### src/rtl/hazard_ctrl_if.sv
`default_nettype none
// +------------------------------------------------------------------+
// | hazard_ctrl_if: pipeline <-> hazard controller signal bundle      |
// | Rev 1.0                                                           |
// +------------------------------------------------------------------+
interface hazard_ctrl_if;
  logic [4:0]  rs1_id_i;
  logic [4:0]  rs2_id_i;
  logic [4:0]  rs1_ex_i;
  logic [4:0]  rs2_ex_i;
  logic [4:0]  rsW_ex_i;
  logic        RegWEn_ex_i;
  logic [1:0]  WBSel_ex_i;
  logic [4:0]  rsW_mem_i;
  logic        RegWEn_mem_i;
  logic [4:0]  rsW_wb_i;
  logic        RegWEn_wb_i;
  logic        pc_sel_i;
  logic        icache_stall_i;
  logic        dcache_stall_i;
  logic [1:0]  Asel_haz_o;
  logic [1:0]  Bsel_haz_o;
  logic        en_if_o;
  logic        en_id_o;
  logic        en_ex_o;
  logic        en_mem_o;
  logic        flush_ifid_o;
  logic        flush_idex_o;
  logic [15:0] stall_cnt_o;

  modport master (
    output rs1_id_i, rs2_id_i, rs1_ex_i, rs2_ex_i, rsW_ex_i, RegWEn_ex_i,
           WBSel_ex_i, rsW_mem_i, RegWEn_mem_i, rsW_wb_i, RegWEn_wb_i,
           pc_sel_i, icache_stall_i, dcache_stall_i,
    input  Asel_haz_o, Bsel_haz_o, en_if_o, en_id_o, en_ex_o, en_mem_o,
           flush_ifid_o, flush_idex_o, stall_cnt_o
  );

  modport slave (
    input  rs1_id_i, rs2_id_i, rs1_ex_i, rs2_ex_i, rsW_ex_i, RegWEn_ex_i,
           WBSel_ex_i, rsW_mem_i, RegWEn_mem_i, rsW_wb_i, RegWEn_wb_i,
           pc_sel_i, icache_stall_i, dcache_stall_i,
    output Asel_haz_o, Bsel_haz_o, en_if_o, en_id_o, en_ex_o, en_mem_o,
           flush_ifid_o, flush_idex_o, stall_cnt_o
  );
endinterface
`default_nettype wire

### src/rtl/hazard_ctrl.sv
`default_nettype none
// +------------------------------------------------------------------+
// | hazard_ctrl: forwarding select, load-use/branch hazards, cache    |
// | freeze FSM and stall counter. HAZ_CTRL_FWD_EN enables forwarding. |
// | Rev 1.0                                                           |
// +------------------------------------------------------------------+
module hazard_ctrl (
  input  wire logic    clk_i,
  input  wire logic    rst_ni,
  hazard_ctrl_if.slave bus
);
  typedef enum logic [0:0] {
    RUN    = 1'b0,
    FREEZE = 1'b1
  } state_t;

  localparam logic [15:0] c_cnt_max = 16'hFFFF;

  state_t      r_state;
  state_t      w_state_nxt;
  logic [15:0] r_stall_cnt;
  logic        w_stall_req;
  logic        w_haz;
  logic [1:0]  w_asel;
  logic [1:0]  w_bsel;
  logic        w_en_if;
  logic        w_en_rest;
  logic        w_flush_ifid;
  logic        w_flush_idex;

  // x0 is hard-wired zero, so it never produces a dependency.
  function automatic logic writes(input logic we, input logic [4:0] rd,
                                  input logic [4:0] rs);
    return we && (rd != 5'd0) && (rd == rs);
  endfunction

  assign w_stall_req = bus.icache_stall_i | bus.dcache_stall_i;

`ifdef HAZ_CTRL_FWD_EN
  function automatic logic [1:0] fwd_sel(input logic [4:0] rs);
    if (writes(bus.RegWEn_mem_i, bus.rsW_mem_i, rs))
      return 2'b01;
    else if (writes(bus.RegWEn_wb_i, bus.rsW_wb_i, rs))
      return 2'b10;
    else
      return 2'b00;
  endfunction

  assign w_asel = fwd_sel(bus.rs1_ex_i);
  assign w_bsel = fwd_sel(bus.rs2_ex_i);
  assign w_haz  = (bus.WBSel_ex_i == 2'b00) &&
                  (writes(bus.RegWEn_ex_i, bus.rsW_ex_i, bus.rs1_id_i) ||
                   writes(bus.RegWEn_ex_i, bus.rsW_ex_i, bus.rs2_id_i));
`else
  logic w_unused;
  assign w_unused = ^{bus.rs1_ex_i, bus.rs2_ex_i, bus.WBSel_ex_i};

  // Without bypass paths, ID must wait until every in-flight producer retires.
  assign w_asel = 2'b00;
  assign w_bsel = 2'b00;
  assign w_haz  = writes(bus.RegWEn_ex_i,  bus.rsW_ex_i,  bus.rs1_id_i) ||
                  writes(bus.RegWEn_ex_i,  bus.rsW_ex_i,  bus.rs2_id_i) ||
                  writes(bus.RegWEn_mem_i, bus.rsW_mem_i, bus.rs1_id_i) ||
                  writes(bus.RegWEn_mem_i, bus.rsW_mem_i, bus.rs2_id_i) ||
                  writes(bus.RegWEn_wb_i,  bus.rsW_wb_i,  bus.rs1_id_i) ||
                  writes(bus.RegWEn_wb_i,  bus.rsW_wb_i,  bus.rs2_id_i);
`endif

  always_ff @(posedge clk_i or negedge rst_ni) begin
    if (!rst_ni)
      r_state <= RUN;
    else
      r_state <= w_state_nxt;
  end

  always_comb begin
    w_state_nxt  = r_state;
    w_en_if      = 1'b1;
    w_en_rest    = 1'b1;
    w_flush_ifid = 1'b0;
    w_flush_idex = 1'b0;
    case (r_state)
      RUN:    if (w_stall_req) w_state_nxt = FREEZE;
      FREEZE: if (!w_stall_req) w_state_nxt = RUN;
    endcase
    // A cache stall freezes the pipe in the same cycle it is raised.
    if (w_stall_req) begin
      w_en_if   = 1'b0;
      w_en_rest = 1'b0;
    end else if (bus.pc_sel_i) begin
      w_flush_ifid = 1'b1;
      w_flush_idex = 1'b1;
    end else if (w_haz) begin
      w_en_if      = 1'b0;
      w_flush_idex = 1'b1;
    end
  end

  always_ff @(posedge clk_i or negedge rst_ni) begin
    if (!rst_ni)
      r_stall_cnt <= '0;
    else if (!w_en_if && (r_stall_cnt != c_cnt_max))
      r_stall_cnt <= r_stall_cnt + 16'd1;
  end

  assign bus.en_if_o      = w_en_if   | ~rst_ni;
  assign bus.en_id_o      = w_en_rest | ~rst_ni;
  assign bus.en_ex_o      = w_en_rest | ~rst_ni;
  assign bus.en_mem_o     = w_en_rest | ~rst_ni;
  assign bus.flush_ifid_o = w_flush_ifid & rst_ni;
  assign bus.flush_idex_o = w_flush_idex & rst_ni;
  assign bus.Asel_haz_o   = rst_ni ? w_asel : 2'b00;
  assign bus.Bsel_haz_o   = rst_ni ? w_bsel : 2'b00;
  assign bus.stall_cnt_o  = r_stall_cnt;
endmodule
`default_nettype wire

### src/flat_wrapper.sv
// flat-port wrapper written by rule: the top's interface ports become plain ports
module hazard_ctrl_flat 
  (clk_i, rst_ni, bus_rs1_id_i, bus_rs2_id_i, bus_rs1_ex_i, bus_rs2_ex_i, bus_rsW_ex_i, bus_RegWEn_ex_i, bus_WBSel_ex_i, bus_rsW_mem_i, bus_RegWEn_mem_i, bus_rsW_wb_i, bus_RegWEn_wb_i, bus_pc_sel_i, bus_icache_stall_i, bus_dcache_stall_i, bus_Asel_haz_o, bus_Bsel_haz_o, bus_en_if_o, bus_en_id_o, bus_en_ex_o, bus_en_mem_o, bus_flush_ifid_o, bus_flush_idex_o, bus_stall_cnt_o);
  hazard_ctrl_if bus_i ();
  input  wire logic clk_i;
  input  wire logic rst_ni;
  input wire logic [$bits(bus_i.rs1_id_i)-1:0] bus_rs1_id_i;
  input wire logic [$bits(bus_i.rs2_id_i)-1:0] bus_rs2_id_i;
  input wire logic [$bits(bus_i.rs1_ex_i)-1:0] bus_rs1_ex_i;
  input wire logic [$bits(bus_i.rs2_ex_i)-1:0] bus_rs2_ex_i;
  input wire logic [$bits(bus_i.rsW_ex_i)-1:0] bus_rsW_ex_i;
  input wire logic [$bits(bus_i.RegWEn_ex_i)-1:0] bus_RegWEn_ex_i;
  input wire logic [$bits(bus_i.WBSel_ex_i)-1:0] bus_WBSel_ex_i;
  input wire logic [$bits(bus_i.rsW_mem_i)-1:0] bus_rsW_mem_i;
  input wire logic [$bits(bus_i.RegWEn_mem_i)-1:0] bus_RegWEn_mem_i;
  input wire logic [$bits(bus_i.rsW_wb_i)-1:0] bus_rsW_wb_i;
  input wire logic [$bits(bus_i.RegWEn_wb_i)-1:0] bus_RegWEn_wb_i;
  input wire logic [$bits(bus_i.pc_sel_i)-1:0] bus_pc_sel_i;
  input wire logic [$bits(bus_i.icache_stall_i)-1:0] bus_icache_stall_i;
  input wire logic [$bits(bus_i.dcache_stall_i)-1:0] bus_dcache_stall_i;
  output wire logic [$bits(bus_i.Asel_haz_o)-1:0] bus_Asel_haz_o;
  output wire logic [$bits(bus_i.Bsel_haz_o)-1:0] bus_Bsel_haz_o;
  output wire logic [$bits(bus_i.en_if_o)-1:0] bus_en_if_o;
  output wire logic [$bits(bus_i.en_id_o)-1:0] bus_en_id_o;
  output wire logic [$bits(bus_i.en_ex_o)-1:0] bus_en_ex_o;
  output wire logic [$bits(bus_i.en_mem_o)-1:0] bus_en_mem_o;
  output wire logic [$bits(bus_i.flush_ifid_o)-1:0] bus_flush_ifid_o;
  output wire logic [$bits(bus_i.flush_idex_o)-1:0] bus_flush_idex_o;
  output wire logic [$bits(bus_i.stall_cnt_o)-1:0] bus_stall_cnt_o;
  assign bus_i.rs1_id_i = bus_rs1_id_i;
  assign bus_i.rs2_id_i = bus_rs2_id_i;
  assign bus_i.rs1_ex_i = bus_rs1_ex_i;
  assign bus_i.rs2_ex_i = bus_rs2_ex_i;
  assign bus_i.rsW_ex_i = bus_rsW_ex_i;
  assign bus_i.RegWEn_ex_i = bus_RegWEn_ex_i;
  assign bus_i.WBSel_ex_i = bus_WBSel_ex_i;
  assign bus_i.rsW_mem_i = bus_rsW_mem_i;
  assign bus_i.RegWEn_mem_i = bus_RegWEn_mem_i;
  assign bus_i.rsW_wb_i = bus_rsW_wb_i;
  assign bus_i.RegWEn_wb_i = bus_RegWEn_wb_i;
  assign bus_i.pc_sel_i = bus_pc_sel_i;
  assign bus_i.icache_stall_i = bus_icache_stall_i;
  assign bus_i.dcache_stall_i = bus_dcache_stall_i;
  assign bus_Asel_haz_o = bus_i.Asel_haz_o;
  assign bus_Bsel_haz_o = bus_i.Bsel_haz_o;
  assign bus_en_if_o = bus_i.en_if_o;
  assign bus_en_id_o = bus_i.en_id_o;
  assign bus_en_ex_o = bus_i.en_ex_o;
  assign bus_en_mem_o = bus_i.en_mem_o;
  assign bus_flush_ifid_o = bus_i.flush_ifid_o;
  assign bus_flush_idex_o = bus_i.flush_idex_o;
  assign bus_stall_cnt_o = bus_i.stall_cnt_o;
  hazard_ctrl u_core (.clk_i(clk_i), .rst_ni(rst_ni), .bus(bus_i));
endmodule
### config.mk
export PLATFORM = sky130hd
export DESIGN_NAME = hazard_ctrl_flat
export DESIGN_NICKNAME = d
export VERILOG_FILES = /design/src/rtl/hazard_ctrl_if.sv /design/src/rtl/hazard_ctrl.sv /design/src/flat_wrapper.sv
export SDC_FILE = /design/constraint.sdc
export NUM_CORES = 1
export LEC_CHECK = 0
export BUFFER_PORTS_ARGS = -buffer_cell sky130_fd_sc_hd__buf_2
export CORE_MARGIN = 2
export CORE_UTILIZATION = 47
export CTS_CLUSTER_SIZE = 30
export DETAILED_ROUTE_END_ITERATION = 12
export GPL_TIMING_DRIVEN = 0
export PLACE_DENSITY = 0.83
export REMOVE_ABC_BUFFERS = 1
export SLEW_MARGIN = 25
export SYNTH_ARGS = -nofsm -noshare
export SYNTH_HDL_FRONTEND = slang
export SYNTH_SLANG_ARGS = --single-unit
### constraint.sdc
create_clock -name clk_i -period 3.2 [get_ports clk_i]
set_clock_uncertainty 0.1 [all_clocks]
set_input_delay 0.16 -clock clk_i [delete_from_list [all_inputs] [get_ports clk_i]]
set_output_delay 0.16 -clock clk_i [all_outputs]
set_load 0.1 [all_outputs]
==> summary.md, run 1 <==
| Metric | Value |
|---|---|
| Vias in the first global route | approximately 1100 |
| Die Wd | about 55 um |
| CTS resizes | 0 |
| # diodes | 0 |
| Bufs on Longest Clock Path | 2 |
| Sequential power share | 24.3% |
| Routability cong. | 0.7904 |
| Initial antenna violation count | 0 |
| Root Buffer Master | clkbuf_4 |
| Final-stage net count | 244 |
| Total grt overflow | 0 |
| Dpl cells | 222 |
| Clock Latency Late Sink | approximately 0.29 ns |
| Largest net degree at the start of global routing | 21 |
| Post-synthesis cell area | roughly 1200 um^2 |
| Yosys top cell area share | around a third |
| Initial Util | between 40 and 50% |
| Syn Area/Cell | a little under 9 um^2 |
| Tmin final | between 2 and 2.5 ns |
| Number of synthesized flops with an enable pin | 0 |
| Asr flop ratio synth | 100.0% |
| WP data arrival | ~2.3 ns |
| Io pins | 71 |
| Startpoint Class | flop |
| Crit. End Element | flop |
| Pre-Repair DR Iteration Count | 4 |
| Slowest-stage cell, CP | nor3_1 |
| Die H | 55.39 um |
| Core ar. | between 2000 and 2500 um^2 |
| H-Tree Depth | 1 |
| Required time of the critical path | 3.29 ns |
| RSZ-0062 raised after global routing | no |
| Vias per Instance | between 5 and 6 |
| # port buffers | 54 |
| Crit-path cells | ha_1, nand2_1, nor3_1, a32oi_1, o21ai_2, mux2_2 |
| Setup CP Type | flop to flop |
| Row count | 18 |
| DR vias | ~1200 |
| FF+latch area | about 400 um^2 |
| Layout filler cell count | approximately 230 |
| Max-cap violations | 0 |
| Post-Synthesis Cells | ~140 |
| CTS tree | built |
| Routed WL | 2665 um |
| Inserted Clock Buffers | 3 |
| Total Routing Usage GR | 17.51% |
| Final Setup Violations | 0 |
| Clock-pin slew on the worst setup and hold paths | 0.10 ns |
| Layout cells sized above 1 | a little over 30% |
| # DRC | 0 |
| Largest stage delay, worst path | between 0.4 and 0.5 ns |
| Slew @ Worst Pin | around 0.63 ns |
| Synth cell types | 27 |
| Post-synthesis sequential area ratio | 32.26% |
| Slew margin rel. | around 58% |
| Crit path max fanout | 15 |
| Final Max Slew Viols | 0 |
| P_leak | 0.0007532 uW |
| Sw power | between 1000 and 1500 uW |
| Combinational Power Share | 67.4% |
| Status | finished clean |
| Multi-input gate area | between 700 and 800 um^2 |
| Area Growth Syn to Fin | 24.90% |
| Clock share of power | about 8.3% |
| Clock Sinks | 16 |
| Crit share post-route | between 60 and 70% |
| Most numerous cell in the Yosys netlist | xor2_1 |
| Post-route ant nets | 0 |
| Power Dens Cells | around 1100 nW/um^2 |
| FMAX | around 450 MHz |
| Final hold violation count | 0 |
| HP Class | input pin to async pin |
| Predominant post-synthesis flop cell | dfrtp_1 |
| Routed len/inst | between 10 and 15 um |
| Seq cells post-synth | 16 |
| Non-filler cells, final | approximately 230 |
| Full die area | roughly 3000 um^2 |
| First-pass GRT wire length | 4388 um |
| Top cells by area, synth | dfrtp_1, xor2_1, nor2_1 |
| Yosys warns | 0 |
| Post-synth top area cell | dfrtp_1 |
| Internal power | 552.7 uW |
| Top post-synthesis cells by count | xor2_1, nor2_1, dfrtp_1 |
| Initial DRC count | 18 |
| Sw Share | approximately 66% |
| DP HPWL | 2237 um |
| Peak supply drop | ~1.0 mV |
| Max reg flops | 16 |
| Hold WS | around 0.21 ns |
## critical path, delay by kind of cell, from the launching register on
kind	cells	cell delay, ns
fa+ha+maj	1	0.20
simple gates	2	0.53
flops	1	0.41
compound gates	2	0.48
mux	1	0.40
## per-layer routing
layer  GRT usage [%]  wire (um)  up-vias  share of wire (%)
met5               0          0        -                  0
met4           6.969         34        0                1.3
met1           20.38       1147      540                 43
met3           3.513        158        4                5.9
met2           31.12       1325       39                 50
li1                -          -      580                  -
## per-stage QoR
step | worst slack [ns] | utilization, % | area, um^2 | total power [uW] | setup TNS [ns]
6_report | 0.9636 | 62.01 | 1550 | 1637 | 0
5_1_grt | 0.7826 | 62.01 | 1550 | 1707 | 0
4_1_cts | 0.9762 | 62.01 | 1550 | 1640 | 0
3_5_place_dp | 0.9419 | 60.16 | 1504 | 1508 | 0
3_3_place_gp | 0.9428 | 60.16 | 1504 | 1488 | 0
2_1_floorplan | -3.401 | - | 1196 | 1307 | -10.20
## cell usage in the layout, fill, tap and decap left out
cell type,synthesis,layout
a21oi_1,1,1
a22oi_1,3,3
a32oi_1,1,1
and3_1,3,3
buf_2,0,54
clkbuf_4,0,3
clkbuf_8,0,1
conb_1,1,4
dfrtp_1,16,16
dlygate4sd3_1,0,1
ha_1,1,1
inv_1,4,4
mux2_2,1,1
mux2i_1,1,1
nand2_1,8,8
nand3_1,6,6
nand4_1,1,1
nor2_1,18,18
nor3_1,13,13
o21ai_0,2,2
o21ai_1,3,3
o21ai_2,1,1
o21bai_1,1,1
o22ai_2,1,1
o311a_1,1,1
or3_1,1,1
or4_1,3,3
xnor2_1,2,2
xor2_1,42,42
## final timing paths
path,from,endpoint,slack (ns),cells past startpoint
worst max-delay path,u_core.bus.stall_cnt_o[0],u_core.bus.stall_cnt_o[1],0.96,6
worst min-delay path,rst_ni,u_core.bus.stall_cnt_o[10],0.21,2
worst max register to register,u_core.bus.stall_cnt_o[0],u_core.bus.stall_cnt_o[1],0.96,6
worst min register to register,u_core.bus.stall_cnt_o[5],u_core.bus.stall_cnt_o[5],0.39,1
max in group asynchronous,rst_ni,u_core.bus.stall_cnt_o[9],2.50,2
min in group clk_i,bus_pc_sel_i,u_core.bus.stall_cnt_o[12],0.26,4
## power by group through the flow
stage,Sequential [uW],Combinational [uW],Clock [uW]
after detailed placement,403,1100,0
after floorplan,1060,249,0
final,398,1100,135
after global routing,418,1140,144
after global placement,398,1090,0
after CTS,398,1110,134
## cells by family (layout without fill, tap and decap cells)
group / Yosys count / count (layout) / synth area share (%)
other: 1 / 4 / 0.3021
buffers and inverters: 11 / 63 / 5.745
muxes: 2 / 2 / 1.714
and+or+nand+nor: 53 / 53 / 19.86
xor gates and xnor gates: 44 / 44 / 31.05
DFF: 16 / 16 / 32.26
adders and majority gates: 1 / 1 / 1.008
AOI/OAI and AO/OA: 14 / 14 / 8.064
## repair_timing
action                                 4_1_cts  5_1_grt
endpoints found under the hold margin       16        0
hold buffers                                 1        0
buffers inserted                             0        0
## area by class of cell
| class | count | share of cell area (%) |
|---|---|---|
| clock buffers | 4 | 2.341 |
| inverters | 4 | 0.9685 |
| multi-input cells | 118 | 50.36 |
| flip-flops and latches | 16 | 25.83 |
| well taps | 30 | 2.421 |
| repair buffers | 55 | 18.08 |
Note: power is estimated with default switching activity, not from simulation.
==> run 2, diff against run 1 <==
--- a/config.mk
+++ b/config.mk
@@ -7,11 +7,11 @@
 export LEC_CHECK = 0
 export BUFFER_PORTS_ARGS = -buffer_cell sky130_fd_sc_hd__buf_2
 export CORE_MARGIN = 2
-export CORE_UTILIZATION = 47
+export CORE_UTILIZATION = 44
 export CTS_CLUSTER_SIZE = 30
 export DETAILED_ROUTE_END_ITERATION = 12
 export GPL_TIMING_DRIVEN = 0
-export PLACE_DENSITY = 0.83
+export PLACE_DENSITY = 0.78
 export REMOVE_ABC_BUFFERS = 1
 export SLEW_MARGIN = 25
 export SYNTH_ARGS = -nofsm -noshare
==> constraint.sdc (replaced) <==
create_clock -name clk_i -period 2.2 [get_ports clk_i]
set_clock_uncertainty 0.1 [all_clocks]
set_input_delay 0.11 -clock clk_i [delete_from_list [all_inputs] [get_ports clk_i]]
set_output_delay 0.11 -clock clk_i [all_outputs]
set_load 0.1 [all_outputs]
==> run 2 against run 1 <==
Clock-buffer cell count down 1. Highest routed layer unchanged. Fmax up 9.1%. Largest cell class unchanged. First-iteration DRC count up 33%. Final cell count unchanged. Via count down 0.17%. Sequential share of layout area up 0.13 points. Routed wire length up 1.8%. Setup slack worse by 0.81 ns. Non-clock buffer count unchanged. Sequential power up 46%. Critical path depth unchanged. Utilization down 5.1 points.
==> summary.md, run 2 (synthesis results as in run 1) <==
| Metric | Value |
|---|---|
| DR vias | approximately 1200 |
| Max-cap violations | 0 |
| Initial DRC count | 24 |
| # diodes | 0 |
| Peak supply drop | between 1 and 1.5 mV |
| Total Routing Usage GR | around 18% |
| Final Setup Violations | 0 |
| Final Max Slew Viols | 0 |
| Inserted Clock Buffers | 3 |
| Routed WL | about 2700 um |
| Initial Util | between 40 and 50% |
| Root Buffer Master | clkbuf_4 |
| Routability cong. | between 0.8 and 0.9 |
| Clock Sinks | 16 |
| Vias in the first global route | 1134 |
| Most frequent cells in the layout | buf_2, xor2_1, nor2_1 |
| HP Class | input pin to async pin |
| Total grt overflow | 0 |
| Layout cells sized above 1 | between 30% and 40% |
| Row count | 19 |
| Crit path max fanout | 15 |
| Io pins | around 70 |
| Post-route ant nets | 0 |
| Util after Layout | between 50% and 60% |
| CP top delay family | compound AO/OA/AOI/OAI gates |
| Slowest-stage cell, CP | dfrtp_1 |
| Tmin final | a little over 2 ns |
| Power Dens Cells | around 1500 nW/um^2 |
| WP data arrival | approximately 2.1 ns |
| Slew margin rel. | 60.72% |
| # port buffers | 54 |
| P_leak | 0.0007464 uW |
| Pre-Repair DR Iteration Count | 4 |
| RSZ-0062 raised after global routing | no |
| Startpoint Class | flop |
| Status | finished clean |
| Commonest non-fill, non-tap cell in the layout | buf_2 |
| Dpl cells | between 200 and 250 |
| Final-stage net count | around 240 |
| # DRC | 0 |
| Setup CP Type | flop to flop |
| Die H | ~57 um |
| Max reg flops | 16 |
| Buf/Inv on CP | 0 |
| Slew @ Worst Pin | ~0.59 ns |
| Area Growth Syn to Fin | 24.29% |
| Crit-path cells | ha_1, nand2_1, nor3_2, a32oi_1, o21ai_2, mux2_2 |
| Routed len/inst | roughly 12 um |
| Die Wd | between 50 and 60 um |
| Final hold violation count | 0 |
| H-Tree Depth | 1 |
| Largest stage delay, worst path | roughly 0.42 ns |
| FMAX | between 400 and 500 MHz |
| Clock Latency Late Sink | between 0.2 and 0.3 ns |
| DP HPWL | 2279 um |
| Core ar. | about 2700 um^2 |
| Required time of the critical path | 2.28 ns |
| Layout filler cell count | roughly 270 |
| Full die area | 3262 um^2 |
| Crit share post-route | between 90 and 100% |
| CTS tree | built |
| Clock-pin slew on the worst setup and hold paths | 0.09 ns |
| Initial antenna violation count | 0 |
| Largest net degree at the start of global routing | 21 |
| Bufs on Longest Clock Path | 2 |
| Non-filler cells, final | 227 |
| Crit. End Element | flop |
| First-pass GRT wire length | 4505 um |
| Vias per Instance | between 5 and 6 |
-- run 2: cell count changes in the layout (fill, tap and decap cells not counted), sizes merged --
cell	change
clkbuf	-1
-- run 2: area by class of cell --
type | instances | area [um^2] | share of cell area [%]
multi-input combinational | 118 | 785.8 | 50.93
inverter | 4 | 15.01 | 0.9732
sequential | 16 | 400.4 | 25.95
clock buffer | 3 | 22.52 | 1.460
tap | 31 | 38.79 | 2.514
timing repair buffer | 55 | 280.3 | 18.17
-- run 2: worst reg2reg max path: cells and delay by family, from the launching register on --
family	cells	cell delay, ns
flops	1	0.42
simple gates	2	0.38
mux	1	0.40
compound gates	2	0.43
fa+ha+maj	1	0.22
-- run 2: path summary, 6_finish.rpt --
path / startpoint / endpoint / slack (ns) / cells past startpoint
worst max-delay path: u_core.bus.stall_cnt_o[0] / u_core.bus.stall_cnt_o[1] / 0.15 / 6
worst min-delay path: rst_ni / u_core.bus.stall_cnt_o[6] / 0.17 / 2
worst max register to register: u_core.bus.stall_cnt_o[0] / u_core.bus.stall_cnt_o[1] / 0.15 / 6
worst min register to register: u_core.bus.stall_cnt_o[5] / u_core.bus.stall_cnt_o[5] / 0.39 / 1
max in group asynchronous: rst_ni / u_core.bus.stall_cnt_o[11] / 1.55 / 2
min in group clk_i: bus_pc_sel_i / u_core.bus.stall_cnt_o[12] / 0.20 / 4
-- run 2: what timing repair did --
| item | in CTS | in global routing |
|---|---|---|
| endpoints found under the hold margin | 16 | 0 |
| endpoints found under the setup margin | 1 | 0 |
| hold buffers | 1 | 0 |
| setup buffers | 0 | 0 |
| resized for setup | 1 | 0 |
-- run 2: metrics by stage --
step                power (uW)   TNS [ns]  worst slack (ns)  instance area, um^2  hold WS, ns
floorplan                 1900     -18.71            -4.301                 1196      -0.2856
global placement          2162   -0.01961          -0.01961                 1505     -0.03905
finish                    2339          0            0.1492                 1543       0.1735
detailed placement        2187  -0.008745         -0.008745                 1505     -0.04182
global route              2442          0           0.03562                 1543       0.2098
CTS                       2345          0            0.1475                 1543       0.1930
-- run 2: routing by layer --
| layer | track usage, % | routed length, um |
|---|---|---|
| met1 | 19.55 | 1089 |
| met2 | 31.86 | 1362 |
| met3 | 4.989 | 225 |
| met4 | 5.980 | 36 |
| met5 | 0 | 0 |
-- run 2: power by group --
part,internal [uW],switching (uW),total [uW]
clock,63.7,90.5,154
sequential,429,152,581
combinational,274,1330,1600
==> run 3, diff against run 2 <==
--- a/config.mk
+++ b/config.mk
@@ -5,13 +5,16 @@
 export SDC_FILE = /design/constraint.sdc
 export NUM_CORES = 1
 export LEC_CHECK = 0
+export ABC_AREA = 1
+export ABC_CLOCK_PERIOD_IN_PS = 2200
 export BUFFER_PORTS_ARGS = -buffer_cell sky130_fd_sc_hd__buf_2
 export CORE_MARGIN = 2
-export CORE_UTILIZATION = 44
+export CORE_UTILIZATION = 48
 export CTS_CLUSTER_SIZE = 30
 export DETAILED_ROUTE_END_ITERATION = 12
 export GPL_TIMING_DRIVEN = 0
-export PLACE_DENSITY = 0.78
+export MAX_ROUTING_LAYER = met4
+export PLACE_DENSITY = 0.79
 export REMOVE_ABC_BUFFERS = 1
 export SLEW_MARGIN = 25
 export SYNTH_ARGS = -nofsm -noshare
==> run 3 against run 2 <==
Combinational power fell by 49%. Fmax up 2.5%. Routed wire length rose by 30%. Largest power group unchanged. Final cell count grew 58%. Clock-buffer cell count is the same.
==> summary.md, run 3 <==
| Metric | Value |
|---|---|
| Status | finished clean |
| Final Setup Violations | 0 |
| Core ar. | around 3100 um^2 |
| Routed len/inst | about 10 um |
| Origin of the worst setup path | u_core.bus.stall_cnt_o[0] |
| Internal power | 578.2 uW |
| Area Growth Syn to Fin | 18.91% |
| Clock Sinks | 16 |
| Crit. End Element | flop |
| Crit path to | u_core.bus.stall_cnt_o[5] |
| Clock share of power | a little over a tenth |
| Most numerous cell in the Yosys netlist | nand2_1 |
| # diodes | 0 |
| Final hold violation count | 0 |
| Vias per Instance | roughly 4.6 |
| Sequential power share | 30.2% |
| WP data arrival | 2.12 ns |
| Synth cell types | 22 |
| Max-cap violations | 0 |
| Setup CP Type | flop to flop |
| H-Tree Depth | 1 |
| Yosys top cell area share | between 20% and 30% |
| First-pass GRT wire length | ~5700 um |
| Initial DRC count | 53 |
| Post-synth top area cell | nand2_1 |
| P_leak | about 0.0012 uW |
| Yosys warns | 0 |
| HP Class | input pin to async pin |
| DP HPWL | 2828 um |
| Initial Util | about half |
| Largest net degree at the start of global routing | 20 |
| Commonest non-fill, non-tap cell in the layout | nand2_1 |
| Tmin final | 2.000 ns |
| Root Buffer Master | clkbuf_4 |
| Routed WL | roughly 3500 um |
| Most frequent cells in the layout | nand2_1, buf_2, inv_1 |
| Total Routing Usage GR | 20.57% |
| # port buffers | between 50 and 60 |
| Util after Layout | about three fifths |
| Syn Area/Cell | 6.060 um^2 |
| Post-Synthesis Cells | about 260 |
| Clock-pin slew on the worst setup and hold paths | about 0.090 ns |
| Sw Share | 58.04% |
| Max reg flops | 16 |
| Io pins | approximately 70 |
| Top cells by area, synth | nand2_1, dfrtp_1, nand3_1 |
| Die H | between 60 and 70 um |
| Sw power | between 700 and 800 uW |
| Die Wd | ~60 um |
| Power Dens Cells | 729.8 nW/um^2 |
| Bufs on Longest Clock Path | 2 |
| Post-synthesis cell area | ~1600 um^2 |
| Pre-Repair DR Iteration Count | 4 |
| Required time of the critical path | between 2 and 2.5 ns |
| RSZ-0062 raised after global routing | no |
| Top post-synthesis cells by count | nand2_1, inv_1, nand3_1 |
| FF+latch area | around 400 um^2 |
| Post-route ant nets | 0 |
| # DRC | 0 |
| DR vias | 1642 |
| Multi-input gate area | approximately 1000 um^2 |
| Asr flop ratio synth | 100.0% |
| Setup TNS | 0 ns |
| Peak supply drop | 1.044 mV |
| Startpoint Class | flop |
| CTS tree | built |
| Seq cells post-synth | 16 |
| Crit share post-route | between 90% and 100% |
| Layout cells sized above 1 | between 20% and 30% |
| Post-synthesis sequential area ratio | around a quarter |
| Clock Latency Late Sink | around 0.28 ns |
| Worst R2R Setup Slack | ~0.2 ns |
| Number of synthesized flops with an enable pin | 0 |
| Row count | 20 |
| Postcts setup bufs | 0 |
| Initial antenna violation count | 0 |
| Vias in the first global route | 1368 |
| Final-stage net count | 362 |
| Total grt overflow | 0 |
| Power, Total | between 1000 and 1500 uW |
| R2R Path End | u_core.bus.stall_cnt_o[5] |
| Crit path max fanout | 16 |
| Worst r2r src | u_core.bus.stall_cnt_o[0] |
| Routability cong. | about 0.84 |
| Predominant post-synthesis flop cell | dfrtp_1 |
| Full die area | about 3800 um^2 |
| Final Max Slew Viols | 0 |
| Layout filler cell count | around 320 |
| Combinational Power Share | between 50% and 60% |
| FMAX | roughly 500 MHz |
| FF-to-FF path depth | 9 |
| Inserted Clock Buffers | 3 |
[run 3: worst min path at each step]
stage,startpoint,endpoint,slack (ns)
detailed placement,rst_ni,u_core.bus.stall_cnt_o[14],-0.04
global placement,rst_ni,u_core.bus.stall_cnt_o[10],-0.04
global route,rst_ni,u_core.bus.stall_cnt_o[8],0.22
finish,rst_ni,u_core.bus.stall_cnt_o[14],0.18
CTS,rst_ni,u_core.bus.stall_cnt_o[8],0.18
floorplan,rst_ni,u_core.bus.stall_cnt_o[0],-0.29
[run 3: metrics by stage]
stage | std cells | hold WS, ns | cell area, um^2 | setup slack, ns
after detailed placement | 354 | -0.03581 | 1856 | 0.2204
after CTS | 358 | 0.1833 | 1888 | 0.2020
after global routing | 358 | 0.2177 | 1888 | 0.01559
after global placement | 354 | -0.03732 | 1856 | 0.2320
final | 358 | 0.1759 | 1888 | 0.2000
after floorplan | 256 | -0.2856 | 1530 | -4.301
[run 3: worst max-delay path, cell delays in order, from the launching register on]
cell     delay [ns]
dfrtp_1        0.42
ha_1           0.22
nand3_2        0.13
nor2_4         0.12
nand3_2        0.12
nor2_4         0.16
nand4_4        0.25
nand2_4        0.27
nand2_1        0.08
nand2_1        0.06
[run 3: metal layers]
layer	vias to the layer above	wire length (um)	GRT usage [%]
met1	700	1777	26.59
met2	38	1559	33.23
met4	0	21	3.647
met3	2	165	4.832
met5	-	0	-
li1	902	-	-
[run 3: timing repair]
item / CTS / global route
hold endpoints to repair: 16 / 0
gates resized for setup: 0 / 0
hold buffers: 1 / 0
setup endpoints to repair: 0 / 0
[run 3: cell type report]
class,instances,area share (%)
Multi-Input combinational cell,208,53.48
Sequential cell,16,21.21
Timing Repair Buffer,55,14.84
Inverter,32,6.362
Tap cell,44,2.916
Clock buffer,3,1.193
[run 3: cells by family after synthesis]
logic type / count (synthesis) / synth area share, %
simple gates: 177 / 48.94
buf+inv: 41 / 11.90
xor+xnor: 20 / 11.03
flops: 16 / 25.22
compound gates: 6 / 1.891
fa+ha+maj: 1 / 0.7879
other cells: 1 / 0.2362
[run 3: power groups by stage]
stage	sequential [uW]	combinational, uW	clock, uW
global route	429	859	176
floorplan	790	284	0
detailed placement	422	811	0
CTS	417	814	161
global placement	423	802	0
finish	416	810	152
